### src/rtl/updown_sequencer.sv
// Command-driven controller for a sync-load up/down counter: presets it, counts it down to zero, flags done.
// Optional periodic mode under `define UDSEQ_AUTORELOAD_EN adds the `reload` input.
module updown_sequencer #(
  parameter int WIDTH = 8
) (
  input  logic             clk,
  input  logic             reset,
  input  logic             cmd_valid,
  output logic             cmd_ready,
  input  logic [WIDTH-1:0] cmd_count,
  input  logic             pause,
  input  logic             abort,
  output logic             busy,
  output logic             done,
  output logic             err,
  output logic [1:0]       cnt_mode,
  output logic [WIDTH-1:0] cnt_preset,
  input  logic             cnt_cout,
  input  logic             cnt_clout
`ifdef UDSEQ_AUTORELOAD_EN
  ,
  input  logic             reload
`endif
);

  localparam logic [1:0] MODE_PRESET = 2'b00;
  localparam logic [1:0] MODE_DOWN   = 2'b01;
  localparam logic [1:0] MODE_HOLD   = 2'b11;

  typedef enum logic [2:0] {
    S_IDLE,
    S_LOAD,
    S_LAST,
    S_RUN,
    S_DONE
  } state_t;

  state_t           state_q, state_d;
  logic [1:0]       cnt_mode_q, cnt_mode_d;
  logic [WIDTH-1:0] cnt_preset_q, cnt_preset_d;
  logic             err_q, err_d;
`ifdef UDSEQ_AUTORELOAD_EN
  logic             periodic_q, periodic_d;
`endif

  always_ff @(posedge clk or negedge reset) begin
    if (!reset) begin
      state_q      <= S_IDLE;
      cnt_mode_q   <= MODE_HOLD;
      cnt_preset_q <= '0;
      err_q        <= 1'b0;
`ifdef UDSEQ_AUTORELOAD_EN
      periodic_q   <= 1'b0;
`endif
    end else begin
      state_q      <= state_d;
      cnt_mode_q   <= cnt_mode_d;
      cnt_preset_q <= cnt_preset_d;
      err_q        <= err_d;
`ifdef UDSEQ_AUTORELOAD_EN
      periodic_q   <= periodic_d;
`endif
    end
  end

  always_comb begin
    state_d      = state_q;
    cnt_mode_d   = cnt_mode_q;
    cnt_preset_d = cnt_preset_q;
    err_d        = err_q;
`ifdef UDSEQ_AUTORELOAD_EN
    periodic_d   = periodic_q;
`endif
    case (state_q)
      S_IDLE: begin
        cnt_mode_d = MODE_HOLD;
        if (cmd_valid) begin
          cnt_preset_d = cmd_count;
          cnt_mode_d   = MODE_PRESET;
          state_d      = S_LOAD;
`ifdef UDSEQ_AUTORELOAD_EN
          periodic_d   = reload;
`endif
        end
      end
      // The counter loads cnt_preset at the edge leaving LOAD, so the first decrement is requested here.
      S_LOAD: begin
        if (abort) begin
          cnt_mode_d = MODE_HOLD;
          state_d    = S_IDLE;
        end else if (cnt_preset_q == '0) begin
          cnt_mode_d = MODE_HOLD;
          state_d    = S_DONE;
        end else if (cnt_preset_q == WIDTH'(1)) begin
          cnt_mode_d = MODE_DOWN;
          state_d    = S_LAST;
        end else begin
          cnt_mode_d = pause ? MODE_HOLD : MODE_DOWN;
          state_d    = S_RUN;
        end
      end
      S_LAST: begin
        cnt_mode_d = MODE_HOLD;
        state_d    = abort ? S_IDLE : S_DONE;
      end
      // clout stays asserted while the counter holds, so it only marks the final step when decrementing.
      S_RUN: begin
        if (abort) begin
          cnt_mode_d = MODE_HOLD;
          state_d    = S_IDLE;
        end else if (cnt_mode_q == MODE_DOWN && cnt_clout) begin
          cnt_mode_d = MODE_HOLD;
          state_d    = S_DONE;
        end else begin
          cnt_mode_d = pause ? MODE_HOLD : MODE_DOWN;
        end
      end
      S_DONE: begin
        cnt_mode_d = MODE_HOLD;
        state_d    = S_IDLE;
        if (cnt_preset_q != '0 && !cnt_cout) err_d = 1'b1;
`ifdef UDSEQ_AUTORELOAD_EN
        if (periodic_q) begin
          cnt_mode_d = MODE_PRESET;
          state_d    = S_LOAD;
        end
`endif
      end
      default: begin
        cnt_mode_d = MODE_HOLD;
        state_d    = S_IDLE;
      end
    endcase
  end

  assign cnt_mode   = cnt_mode_q;
  assign cnt_preset = cnt_preset_q;
  assign err        = err_q;
  assign busy       = (state_q != S_IDLE);
  assign cmd_ready  = (state_q == S_IDLE);
  assign done       = (state_q == S_DONE);

endmodule

### config.mk
export PLATFORM = sky130hd
export DESIGN_NAME = updown_sequencer
export DESIGN_NICKNAME = d
export VERILOG_FILES = /design/src/rtl/updown_sequencer.sv
export SDC_FILE = /design/constraint.sdc
export NUM_CORES = 1
export LEC_CHECK = 0
export CORE_AREA = 2 2 49 51
export DETAILED_ROUTE_END_ITERATION = 7
export DIE_AREA = 0 0 51 53
export DONT_BUFFER_PORTS = 1
export GPL_ROUTABILITY_DRIVEN = 0
export PLACE_DENSITY_LB_ADDON = 0.15
export SYNTH_ARGS = -nofsm -noshare
export SYNTH_HDL_FRONTEND = slang
export SYNTH_SLANG_ARGS = --single-unit
### constraint.sdc
create_clock -name clk -period 1.9 [get_ports clk]
set_clock_uncertainty 0.05 [all_clocks]
set_input_delay 0.285 -clock clk [delete_from_list [all_inputs] [get_ports clk]]
set_output_delay 0.285 -clock clk [all_outputs]
set_load 0.05 [all_outputs]
==> results of run 1 <==
## final cells by class
cell class,count,area (sq um),share of cell area
inverters,3,11.26,0.01374
multi-input cells,45,276.5,0.3374
clock buffers,4,36.28,0.04427
flip-flops and latches,14,352.8,0.4305
well taps,28,35.03,0.04275
repair buffers,14,107.6,0.1313
## per-layer routing
| layer | up-vias | part of all wire |
|---|---|---|
| met3 | 4 | 0.092 |
| met4 | 0 | 0.024 |
| met5 | - | 0 |
| met1 | 231 | 0.39 |
| met2 | 23 | 0.49 |
| li1 | 246 | - |
## synthesized netlist by cell type (2+ instances only)
| cell | instances | area share |
|---|---|---|
| dfstp_2 | 2 | 0.083 |
| dfrtp_1 | 12 | 0.47 |
| nand3b_1 | 2 | 0.024 |
| or4_4 | 2 | 0.036 |
| nor2_1 | 2 | 0.012 |
| nand2_1 | 25 | 0.15 |
| inv_1 | 2 | 0.012 |
## path summary, 6_finish.rpt
check / start / to / cells past startpoint
setup / recovery: state_q[0] / busy / 3
hold / removal: cmd_count[5] / cnt_preset[5] / 2
setup reg to reg: cnt_preset[2] / cnt_mode[1] / 4
hold reg to reg: state_q[2] / state_q[2] / 3
max in group asynchronous: reset / cnt_preset[7] / 1
min in group asynchronous: reset / state_q[2] / 1
## metrics by stage
stage          instance area (sq um)  hold slack [ns]  setup slack [ns]
6_report                       819.5          0.06061            0.3443
5_1_grt                        819.5          0.04094            0.2603
3_5_place_dp                   773.2         -0.06014            0.3757
2_1_floorplan                  645.6         -0.06059            0.1581
3_3_place_gp                   773.2         -0.06014            0.4041
4_1_cts                        819.5          0.05519            0.3334
## registers in the layout, indices dropped and copies added, names as in the netlist
name	count
cnt_preset	8
state_q	3
cnt_mode	2
err	1
## kinds of logic (layout without fill, tap and decap cells)
family / count (synthesis) / count (layout) / share of synthesized area
AOI/OAI and AO/OA: 7 / 7 / 0.09468
buffers and inverters: 4 / 21 / 0.02563
DFF: 14 / 14 / 0.5562
and+or+nand+nor: 38 / 38 / 0.3235
==> metrics, run 1 <==
met1 GRT Util=0.1499; most common cell after layout, fill and taps aside=nand2_1; Final Util=0.3815; vias in the first global route=524; FP Rows=17; die width=around 50 microns; area delta synth->final=29.19%; clock slew at reported path FFs=~0.08 ns; Max Clock Freq=around 640 MHz; IO Pins=29; r2r setup slk=0.38 ns; EDFF count, synth=0; wire per inst=approximately 13 microns; fill count=approximately 230; worst slew pin tran=0.6170 ns; number of gates resized after cts=0; HP Class=primary input to register; pin count of the biggest net entering global routing=15; Unique masters post-synth=23; CTS Buf Count=3; Post-Syn Area=around 630 sq um; layout cells sized above 1=0.3375; ys async rst share=1.000; grt ovf=0; # hold bufs at CTS=1; All-Layer GR Usage=0.1275; Layout Cells excl Fill=around 110; period utilization=0.8188; CP bufs+invs=2; critical path arrival=~1.2 ns; Layout Nets=96; HPWL after DPL=1.069 mm; min Tclk post-route=1.556 ns; syn_area_per_cell=10.07 sq um; met2 Resource Use GR=0.2056; latest clock arrival within the worst-skew pair=roughly 0.27 ns; outcome=complete, no violations; ANT nets after route=0; slowest CP cell=dfrtp_1; initial antenna violation count=0; Port Buffers=0; chip height=~53 microns; critical path's top delay family=flip-flops; starting density of the core=0.2953; Setup crit end kind=primary output; postcts setup bufs=0; sequential share of the synthesized area=0.5562; Yosys reg bits=14; crit path kind=register to primary output; Final setup violation count=0; Yosys warnings=0; Placed Cells=around 100; Slew Limit Headroom=0.5873; grt met3 use=0.03390; max-slew violations=0; most frequent cells in the layout=nand2_1 (25), buf_4 (13), dfrtp_1 (12), clkbuf_4 (3); total number of vias=between 500 and 600; CP max stage delay=roughly 0.48 ns; number of max-cap violations=0; depth of the CTS H-tree=1; global-route wire length before repair=2.415 mm; syn_nets=78; total routed wirelength=1.365 mm; Post-synth top flop=dfrtp_1; core area=around 2100 sq um; Antenna Cells=0; Critical Path Start Type=register; CTS root buffer=clkbuf_4; unrepaired setup endpoints after global routing=false; Final Hold Viols=0; Initial DRT Pass Iterations=3; vias per cell=about 4.7; # clock sinks=14; initial DRC count=4; CTS tree=built; worst path cell trace=nor3_4, inv_1, buf_4; gr busiest metal=met2; # DRC=0; Worst Path Required=about 1.6 ns; clk buf depth=2; setup TNS=0 ns; worst-path fanout max=6; Die ar.=about 2700 sq um; Syn Inst Count=63
Power of run 1 is left out: the tool's default activity adds up to more than one toggle a clock period on the data nets, which glitch-free logic cannot reach.
==> inputs of run 2 (changes only) <==
clock period = 1.6 ns   (was 1.9 ns; I/O delays follow)
==> run 2 against run 1 <==
Net effect:
- cell count up 0.93%
- non-clock buffer count up 1
- sequential cell count unchanged
- via count down 1.6%
- count of clock-buffer cells in the layout unchanged
- first-iteration DRC count unchanged
- critical path depth up 1
- wire length up 2.7%
- utilization up 1.0 points
- die area unchanged
- sequential share of layout area down 0.41 points
- critical endpoint is now cnt_mode[1]
==> metrics, run 2 (synthesized netlist as in run 1, its figures left out) <==
outcome=complete, no violations; depth of the CTS H-tree=1; Slew Limit Headroom=0.5811; Largest register FFs=8; wire per inst=~13 microns; Final Hold Viols=0; latest clock arrival within the worst-skew pair=0.27 ns; FP Rows=17; ANT nets after route=0; grt ovf=0; WL met3=roughly 130 microns; Worst Path Required=~1.7 ns; CTS root buffer=clkbuf_4; HP Class=primary input to register; area delta synth->final=32.74%; setup ws final=between 0.04 and 0.05 ns; starting density of the core=0.2953; min Tclk post-route=between 1.5 and 2 ns; Critical Path Start Type=register; Port Buffers=0; Post-Layout Inst Area=approximately 840 sq um; Initial DRT Pass Iterations=2; initial DRC count=4; worst slew pin tran=about 0.63 ns; period utilization=0.9702; M1 WL=approximately 570 microns; Layout Nets=slightly below 100; worst slack, placed=0.03716 ns; setup TNS=0 ns; clk buf depth=2; chip height=roughly 53 microns; layout cells sized above 1=0.4074; unrepaired setup endpoints after global routing=true; All-Layer GR Usage=0.1218; total number of vias=about 500; fill count=about 220; CTS Buf Count=3; clock slew at reported path FFs=0.08 ns; Die ar.=about 2700 sq um; initial antenna violation count=0; DP Area=around 800 sq um; Antenna Cells=0; # DRC=0; pin count of the biggest net entering global routing=15; max-slew violations=0; highest routed layer=met3; most frequent cells in the layout=nand2_1 (25), buf_4 (13), dfrtp_1 (7), dfrtp_2 (5), clkbuf_4 (3); global-route wire length before repair=2.415 mm; met2 WL post-DR=around 710 microns; total routed wirelength=approximately 1.4 mm; Final setup violation count=0; die width=51 microns; worst-path fanout max=2; vias in the first global route=between 500 and 600; hold_ws=~0.028 ns; Setup crit end kind=register; number of max-cap violations=0; critical path arrival=approximately 1.7 ns; vias per cell=around 4.6; HPWL after DPL=approximately 1.1 mm; most common cell after layout, fill and taps aside=nand2_1; IO Pins=29; Max Clock Freq=644.2 MHz; crit path kind=register to register; postcts setup bufs=0; # clock sinks=14; core area=roughly 2100 sq um; CTS tree=built
[run 2: cell types whose count changed in the layout (fill, tap and decap cells not counted)]
cell / change
inv_6: +1
dfrtp_1: -5
dfrtp_2: +5
buf_6: +1
inv_2: -1
[run 2: worst max-delay path: stages, from the launching register on]
cell	delay, ns
dfrtp_2	0.40
or4_4	0.57
nor4_4	0.17
a21bo_1	0.16
a41oi_2	0.12
[run 2: layer usage]
layer / vias to the layer above / global-route usage
li1: 249 / -
met1: 227 / 0.1456
met2: 20 / 0.2013
met3: 0 / 0.06215
met4: 0 / 0.01351
met5: - / 0
[run 2: timing repair]
action | 4_1_cts | 5_1_grt
endpoints found under the hold margin | 14 | 0
setup endpoints to repair | 0 | 2
hold buffers | 1 | 0
gates resized for setup | 0 | 1
[run 2: path summary, 6_finish.rpt]
path                               start       endpoint  slack (ns)  cells past startpoint
max                        cnt_preset[4]    cnt_mode[1]        0.05                      4
min                         cmd_count[1]  cnt_preset[1]        0.03                      2
max reg2reg                cnt_preset[4]    cnt_mode[1]        0.05                      4
min reg2reg                   state_q[0]    cnt_mode[1]        0.54                      1
max in group asynchronous          reset  cnt_preset[1]        0.69                      1
min in group asynchronous          reset     state_q[1]        0.37                      1
[run 2: metrics by stage]
stage                       util  instances
after floorplan                -         63
after global placement    0.3687        104
after detailed placement  0.3687        104
after CTS                 0.3902        109
after global routing      0.3920        109
final                     0.3920        109
[run 2: final cells by class]
cell class	instances	area [sq um]	share of cell area
timing repair buffer	15	118.9	0.1412
inverter	3	16.27	0.01932
multi-input combinational	45	276.5	0.3284
tap	28	35.03	0.04160
sequential	14	359.1	0.4264
clock buffer	4	36.28	0.04309
Power of run 2 is left out for the same reason.
